===== src/rtl/regfile_wb_arbiter.sv =====
// Two-requester (ALU, load) writeback arbiter sharing the single register-file write port.
// Define WB_RR_ARB_EN for round-robin arbitration; otherwise loads have fixed priority over ALU.
module regfile_wb_arbiter #(
   parameter int DATA_W     = 64,
   parameter int FIFO_DEPTH = 2
) (
   input  logic              i_clk,
   input  logic              i_rst_n,
   input  logic              i_AluValid,
   output logic              o_AluReady,
   input  logic [4:0]        i_AluRd,
   input  logic [DATA_W-1:0] i_AluData,
   input  logic              i_MemValid,
   output logic              o_MemReady,
   input  logic [4:0]        i_MemRd,
   input  logic [DATA_W-1:0] i_MemData,
   output logic              o_RegWrite,
   output logic [4:0]        o_WriteReg,
   output logic [DATA_W-1:0] o_WriteData,
   output logic [31:0]       o_PendingMask,
   output logic              o_Idle
);
   localparam int PTR_W = $clog2(FIFO_DEPTH);
   localparam int CNT_W = PTR_W + 1;

   // Index 0 is the ALU requester, index 1 the load requester.
   logic              in_valid  [2];
   logic [4:0]        in_rd     [2];
   logic [DATA_W-1:0] in_data   [2];
   logic              ready     [2];
   logic              head_vld  [2];
   logic [4:0]        head_rd   [2];
   logic [DATA_W-1:0] head_data [2];
   logic [1:0]        grant;

   logic              reg_write_q, reg_write_d;
   logic [4:0]        write_reg_q, write_reg_d;
   logic [DATA_W-1:0] write_data_q, write_data_d;

   assign in_valid[0] = i_AluValid;
   assign in_rd[0]    = i_AluRd;
   assign in_data[0]  = i_AluData;
   assign in_valid[1] = i_MemValid;
   assign in_rd[1]    = i_MemRd;
   assign in_data[1]  = i_MemData;

   for (genvar gi = 0; gi < 2; gi++) begin : g_fifo
      logic [4:0]        rd_mem   [FIFO_DEPTH];
      logic [DATA_W-1:0] data_mem [FIFO_DEPTH];
      logic [PTR_W-1:0]  wptr_q, wptr_d, rptr_q, rptr_d, off;
      logic [CNT_W-1:0]  cnt_q, cnt_d;
      logic              push;
      logic [31:0]       pend;

      assign ready[gi]     = (cnt_q != CNT_W'(FIFO_DEPTH));
      // Writes to x0 complete the handshake but are never queued.
      assign push          = in_valid[gi] && ready[gi] && (in_rd[gi] != 5'd0);
      assign head_vld[gi]  = (cnt_q != '0);
      assign head_rd[gi]   = rd_mem[rptr_q];
      assign head_data[gi] = data_mem[rptr_q];

      always_comb begin
         wptr_d = wptr_q + PTR_W'(push);
         rptr_d = rptr_q + PTR_W'(grant[gi]);
         cnt_d  = cnt_q + CNT_W'(push) - CNT_W'(grant[gi]);
      end

      always_ff @(posedge i_clk or negedge i_rst_n) begin
         if (!i_rst_n) begin
            wptr_q <= '0;
            rptr_q <= '0;
            cnt_q  <= '0;
         end else begin
            wptr_q <= wptr_d;
            rptr_q <= rptr_d;
            cnt_q  <= cnt_d;
         end
      end

      always_ff @(posedge i_clk) begin
         if (push) begin
            rd_mem[wptr_q]   <= in_rd[gi];
            data_mem[wptr_q] <= in_data[gi];
         end
      end

      // An entry is live when its distance from the read pointer is below the count.
      always_comb begin
         pend = '0;
         off  = '0;
         for (int e = 0; e < FIFO_DEPTH; e++) begin
            off = PTR_W'(e) - rptr_q;
            if (CNT_W'(off) < cnt_q) pend[rd_mem[e]] = 1'b1;
         end
      end
   end

`ifdef WB_RR_ARB_EN
   logic rr_alu_last_q, rr_alu_last_d;

   always_comb begin
      grant         = {head_vld[1], head_vld[0]};
      rr_alu_last_d = rr_alu_last_q;
      if (head_vld[0] && head_vld[1]) begin
         grant         = rr_alu_last_q ? 2'b10 : 2'b01;
         rr_alu_last_d = !rr_alu_last_q;
      end
   end

   // Reset to "ALU granted last" so the first contended grant goes to loads.
   always_ff @(posedge i_clk or negedge i_rst_n) begin
      if (!i_rst_n) rr_alu_last_q <= 1'b1;
      else          rr_alu_last_q <= rr_alu_last_d;
   end
`else
   always_comb begin
      grant = {head_vld[1], head_vld[0] && !head_vld[1]};
   end
`endif

   always_comb begin
      reg_write_d  = |grant;
      write_reg_d  = write_reg_q;
      write_data_d = write_data_q;
      if (grant[1]) begin
         write_reg_d  = head_rd[1];
         write_data_d = head_data[1];
      end else if (grant[0]) begin
         write_reg_d  = head_rd[0];
         write_data_d = head_data[0];
      end
   end

   always_ff @(posedge i_clk or negedge i_rst_n) begin
      if (!i_rst_n) begin
         reg_write_q  <= 1'b0;
         write_reg_q  <= '0;
         write_data_q <= '0;
      end else begin
         reg_write_q  <= reg_write_d;
         write_reg_q  <= write_reg_d;
         write_data_q <= write_data_d;
      end
   end

   assign o_AluReady    = ready[0];
   assign o_MemReady    = ready[1];
   assign o_RegWrite    = reg_write_q;
   assign o_WriteReg    = write_reg_q;
   assign o_WriteData   = write_data_q;
   assign o_PendingMask = (g_fifo[0].pend | g_fifo[1].pend
                          | (reg_write_q ? (32'd1 << write_reg_q) : 32'd0)) & ~32'd1;
   assign o_Idle        = !head_vld[0] && !head_vld[1] && !reg_write_q;
endmodule

===== config.mk =====
export PLATFORM = sky130hd
export DESIGN_NAME = regfile_wb_arbiter
export DESIGN_NICKNAME = d
export VERILOG_FILES = /design/src/rtl/regfile_wb_arbiter.sv
export SDC_FILE = /design/constraint.sdc
export NUM_CORES = 1
export LEC_CHECK = 0
export BUFFER_PORTS_ARGS = -buffer_cell sky130_fd_sc_hd__buf_4
export CORE_UTILIZATION = 44
export CTS_CLUSTER_DIAMETER = 200
export CTS_CLUSTER_SIZE = 20
export DETAILED_ROUTE_END_ITERATION = 6
export PLACE_DENSITY = 0.65
export SYNTH_ARGS = -nofsm -noshare
export SYNTH_HDL_FRONTEND = slang
export SYNTH_SLANG_ARGS = --single-unit

===== constraint.sdc =====
create_clock -name i_clk -period 3.9 [get_ports i_clk]
set_clock_uncertainty 0.05 [all_clocks]
set_input_delay 0.39 -clock i_clk [delete_from_list [all_inputs] [get_ports i_clk]]
set_output_delay 0.39 -clock i_clk [all_outputs]
set_load 0.05 [all_outputs]

# --- Word level (Yosys, flattened, before mapping) ---
# Memory sizes are Yosys's and may differ from the RTL's.
# Cells that the tools add are included.
word_totals:
  ff_bits: 78
  latchBits: 0
  ram_bits: 276
  mem_bits_ro: 0
  in_bits: 142
  output_inout_bits: 105
  memories: 4
op_classes:
  n_addsub: 12
  n_mul: 0
  div: 0
  order_cmp: 12
  n_eq_ne: 2
  shifts: 1
  n_mux: 21
  n_bitwise: 4
  n_reduce_logical: 20
memory_table:
  columns: ["memory", "words", "width", "read_ports", "rd_ports_with_merged_regs", "write_ports", "line", "text"]
  rows:
  - ["g_fifo[0].data_mem", 2, 64, 1, 0, 1, "49", "logic [DATA_W-1:0] data_mem [FIFO_DEPTH];"]
  - ["g_fifo[1].data_mem", 2, 64, 1, 0, 1, "49", null]
  - ["g_fifo[0].rd_mem", 2, 5, 3, 0, 1, "48", "logic [4:0] rd_mem [FIFO_DEPTH];"]
  - ["g_fifo[1].rd_mem", 2, 5, 3, 0, 1, "48", null]
op_table:
  columns: ["operator", "count"]
  rows:
  - ["2-to-1 mux 32 bit", 5]
  - ["2-to-1 mux 64 bit", 2]
  - ["bitwise OR 32 bit", 4]
  - ["left shift 1 x 5 -> 32 bit, first input constant", 1]
  - ["less-than comparator 5 x 6 -> 1 bit, second input constant", 4]
  - ["demux 1 bit (select 5 bit)", 4]
  - ["greater-or-equal comparator 5 x 1 -> 1 bit, second input constant", 4]
  - ["logical AND 1 bit", 11]
  - ["2-to-1 mux 5 bit", 2]
  - ["nonzero test 5 bit", 2]
  - ["less-than comparator 1 x 2 -> 1 bit", 4]
  - ["2-to-1 mux 1 bit", 8]
  - ["nonzero test 2 bit", 3]
  - ["adder 1 bit", 4]
  - ["adder 2 x 1 -> 2 bit", 2]
  - ["inequality test 2 bit, second input constant", 2]
  - ["subtractor 1 bit, first input constant", 4]
  - ["subtractor 2 x 1 -> 2 bit", 2]
  - ["zero test 1 bit", 3]
  - ["OR reduction 2 bit", 1]

# --- Depth between registers and ports, before layout ---
# An unclocked memory read counts as a cell.
logic_depth:
  depth_word: 10
  mapped_depth: 10
  ltp_nobuf: 8

# --- Least setup slack after synthesis ---
# OpenSTA, ideal clock, no wires.
synth_path:
  path_type: "reg2reg"
  start: "register g_fifo[0].cnt_q[1]"
  end: "memory g_fifo[0].data_mem[1][0], enable pin"
  setup_time_ps: 435
  arrival_ps: 2941
  required_time_ps: 3415
  path_slack_ps: 474
  path_stages_with_launch: 6
  n_path_buf: 1
  path_cell_list: "dfrtp_1 buf_2 nand2b_1 o211ai_1 inv_1 ha_1"
synth_between:
  elab_chain_len: 5
synth_lines:
  columns: ["element", "line", "text"]
  rows:
  - ["start, declared", "51", "logic [CNT_W-1:0] cnt_q, cnt_d;"]
  - ["start signal, assigned", "76", "cnt_q <= cnt_d;"]
  - ["inequality test 2 bit", "55", "assign ready[gi] = (cnt_q != CNT_W'(FIFO_DEPTH));"]
  - ["via o_AluReady", "10", "output logic o_AluReady,"]
  - ["logical AND 1 bit (2 in a row)", "57", "assign push = in_valid[gi] && ready[gi] && (in_rd[gi] != 5'd0);"]
  - ["2-to-1 mux 1 bit", "81", "if (push) begin"]
  - ["2-to-1 mux 1 bit (implied by the code)", "83", "data_mem[wptr_q] <= in_data[gi];"]
  - ["end, declared", "49", null]
# The timed path passes the listed nets, and every way through them passes these cells.

# --- Final worst setup path ---
layout_path:
  start: "register g_fifo[1].cnt_q[1]"
  end: "output o_PendingMask[18]"
layout_between:
  elab_chain_len: 6
layout_lines:
  columns: ["element", "line", "text"]
  rows:
  - ["start, declared", "51", null]
  - ["start signal, assigned", "76", null]
  - ["less-than comparator 1 x 2 -> 1 bit", "93", "if (CNT_W'(off) < cnt_q) pend[rd_mem[e]] = 1'b1;"]
  - ["2-to-1 mux 32 bit", "93", null]
  - ["bitwise OR 32 bit (no source line)", null, null]
  - ["2-to-1 mux 32 bit (*)", "93", null]
  - ["bitwise OR 32 bit (*)", "151", "assign o_PendingMask = (g_fifo[0].pend | g_fifo[1].pend"]
  - ["bitwise OR 32 bit (*)", "152", "| (reg_write_q ? (32'd1 << write_reg_q) : 32'd0)) & ~32'd1;"]
  - ["end, declared", "20", "output logic [31:0] o_PendingMask,"]
# Mark *: on every way between the ends. The rest lies on a longest branch, timed or not.

==> reports/metrics.json <==
{
  "die_area_um2": 33300,
  "grt_start_max_net_pins": 72,
  "power.leakage_uw": 0.00722,
  "max_freq_ghz": 0.315,
  "cts.htree.levels": 1,
  "clk_pin_slew_ps": 90,
  "synth_top_cells_by_area": "edfxtp_1 58%, dfrtp_1 14%, mux2i_1 9.6%",
  "yosys-top-cells-count": "276 x edfxtp_1, 138 x mux2i_1, 81 x nand2_1",
  "clock_insertion_delay_worst_skew_ps": 530,
  "final_cell_area_um2": 18700,
  "average_detailed_routed_wire_length_per_instance_um": 23.1,
  "end_kind": "output port",
  "design.final.nets": 1432,
  "netlist.area_leader.share_pct": 57.8,
  "tightestPinTransition_ps": 1010,
  "timing.critical_path.arrival_ps": 2730,
  "cellPowerDensity_nw_per_um2": 728,
  "r2r_start": "g_fifo[1].cnt_q[1]$_DFF_PN0_",
  "drv.max_cap_violation_count": 0,
  "synth_async_sr_flop_share_pct": 22.0,
  "cts_buffer_depth": 3,
  "hp-class": "in -> reg",
  "detail_route.drc_violations": 0,
  "detailedRoute.firstPassIterationCount": 5,
  "syn-cell-area_um2": 14400,
  "synth_largest_area_cell": "edfxtp_1",
  "cts.sink_count": 354,
  "route.vias.total": 9682,
  "core_box_area_um2": 31800,
  "synth_seq_area_share_pct": 71.4,
  "yosysUniqueCellTypes": 60,
  "drtAntennaViolNets": 0,
  "cts_tree": "built",
  "grt_use_total_pct": 24.1,
  "finalHoldViolCount": 0,
  "starting_density_of_the_core_pct": 45.1,
  "worstSetupStartpoint": "g_fifo[1].cnt_q[1]$_DFF_PN0_",
  "drt_iter0_drc": 698,
  "cts_root_buffer": "clkbuf_16",
  "ff2ff_setup_slack_ps": 1180,
  "postRouteWirelength_um": 40200,
  "min_period_ps": 3170,
  "regArea_um2": 10200,
  "synth_flop_cell": "edfxtp_1",
  "fill_cells": 2521,
  "layout-drive-gt1-share_pct": 23.5,
  "cts_made_buffers": 21,
  "quantity_of_gates_resized_following_cts": 0,
  "globalRoute.totalOverflow": 0,
  "worstSetupEndpoint": "o_PendingMask[18]",
  "dpl.hpwl_um": 25700,
  "routabilityCongestion": 0.956,
  "regToRegEndpoint": "g_fifo[1].data_mem[1][58]$_DFFE_PP_",
  "setup_viol_count_final": 0,
  "max-vdd-ir-drop_mv": 0.458,
  "critical_path_required_ps": 3460,
  "finalCritPeriodShare_pct": 81.3,
  "die_x_um": 183,
  "antenna_violations_before_repair": 1,
  "syn2layout_area_growth_pct": 30.1,
  "postSynthCellCount": 922,
  "mappedNetlistNets": 1070,
  "yosysWarnings": 0,
  "place.port_buffers": 245,
  "run_status": "completed",
  "timing.setup.critical_path_class": "reg -> out",
  "rsz0062_at_grt": "no",
  "vias_per_inst": 5.58,
  "post_dp_cell_area_um2": 16700,
  "yosys.cell_count.top_type": "edfxtp_1",
  "chipHeight_um": 183,
  "slew_viol_final": 0,
  "synth-edff-count": 276,
  "placementRows": 65,
  "timing.setup.tns_ps": 0,
  "cp-start-kind": "register",
  "io_pins": 247,
  "worst-r2r-cell-count": 4,
  "ys_ff_latch": 354,
  "layout.core_utilization_pct": 58.7,
  "first_global_vias": 10100,
  "critical_path_peak_fanout": 10,
  "timing.max_slew.rel_slack_pct": 32.3,
  "grt_first_pass_wirelength_um": 60200,
  "synthesis.area_per_instance_um2": 15.6,
  "multi_input_area_um2": 3870
}
layout make-up:
cell class	instances	area share, %
diodes	1	0.0134
clock buffers	36	3.12
clock inverters	2	0.0938
inverters	11	0.221
multi-input cells	496	20.7
flip-flops and latches	354	54.9
well taps	435	2.92
repair buffers	400	18.0
what timing repair did:
item	4_1_cts	5_1_grt
hold buffers	139	0
endpoints found under the setup margin	0	0
endpoints found under the hold margin	333	0
setup buffers	0	0
state kept, by name (all words and copies together) (netlist names):
signal and cells:
g_fifo.cnt_q 4, o_WriteData 64, o_WriteReg 5, g_fifo.data_mem 256, o_RegWrite 1, g_fifo.wptr_q 2
g_fifo.rptr_q 2, g_fifo.rd_mem 20
per-stage QoR:
stage / hold slack [ps] / cells / setup slack [ps] / power [uW]
after global routing: 227 / 1735 / 565 / 14200
after floorplan: 44.4 / 922 / 474 / 9430
after CTS: 206 / 1734 / 787 / 13700
final: 245 / 1735 / 728 / 13600
after detailed placement: 425 / 1557 / 1120 / 11400
after global placement: 424 / 1557 / 1140 / 11300
cells by family (layout without fill, tap and decap cells):
kind of cell / after synthesis / in the layout / synth area share [%]
AOI/OAI and AO/OA: 164 / 164 / 9.47
xor gates and xnor gates: 4 / 4 / 0.244
adders and majority gates: 6 / 6 / 0.523
buffers and inverters: 72 / 449 / 2.21
DFF: 354 / 354 / 71.4
muxes: 138 / 138 / 9.63
other: 1 / 2 / 0.0261
and+or+nand+nor: 183 / 183 / 6.56
routing by layer:
layer	global-route usage [%]	wire, um
met1	32.8	17200
met2	39.3	19100
met3	4.53	2640
met4	7.29	1190
met5	0	0
worst min-delay path by stage:
| stage | to | slack [ps] | cells after the start | start |
|---|---|---|---|---|
| 2_1_floorplan | g_fifo[0].cnt_q[0]$_DFF_PN0_ | 40 | 0 | i_rst_n |
| 5_1_grt | g_fifo[1].cnt_q[0]$_DFF_PN0_ | 230 | 3 | i_MemValid |
| 3_5_place_dp | o_WriteData[56]$_DFFE_PN0P_ | 420 | 2 | o_WriteData[56]$_DFFE_PN0P_ |
| 4_1_cts | g_fifo[1].cnt_q[0]$_DFF_PN0_ | 210 | 3 | i_MemValid |
| 3_3_place_gp | o_WriteData[57]$_DFFE_PN0P_ | 420 | 2 | o_WriteData[57]$_DFFE_PN0P_ |
| 6_report | g_fifo[1].cnt_q[0]$_DFF_PN0_ | 250 | 3 | i_MemValid |
power by group:
part           total, uW  switching (uW)  internal (uW)
clock network       2210            1180           1030
registers           5790             607           5180
logic               5590            3770           1820
total              13600            5560           8030
critical path: stages, from the launching register on:
cell	delay, ps
dfrtp_1	630
a21oi_1	160
nor3b_1	850
nand2_1	130
o2111ai_1	180
buf_4	250
layout by cell type (no fill, tap or decap), types with 4 or more instances in the layout:
| cell type | instances |
|---|---|
| edfxtp_1 | 276 |
| buf_4 | 260 |
| dlygate4sd3_1 | 139 |
| mux2i_1 | 138 |
| nand2_1 | 81 |
| o221ai_1 | 76 |
| dfrtp_1 | 76 |
| clkbuf_16 | 21 |
| nand3_1 | 20 |
| nor2_1 | 15 |
| clkbuf_1 | 15 |
| o211ai_1 | 13 |
| inv_1 | 11 |
| nor3b_1 | 10 |
| nand3b_1 | 10 |
| o22ai_1 | 10 |
| nor2b_1 | 9 |
| a22oi_1 | 9 |
| o22a_1 | 6 |
| a221o_1 | 6 |
| nor3_1 | 6 |
| nand2b_1 | 5 |
| or3_1 | 5 |
| a211o_1 | 5 |
| o21ai_1 | 4 |
| and3_1 | 4 |
| xnor2_1 | 4 |
| a32oi_1 | 4 |
| ha_4 | 4 |
Power figures use the tool's default switching activity.
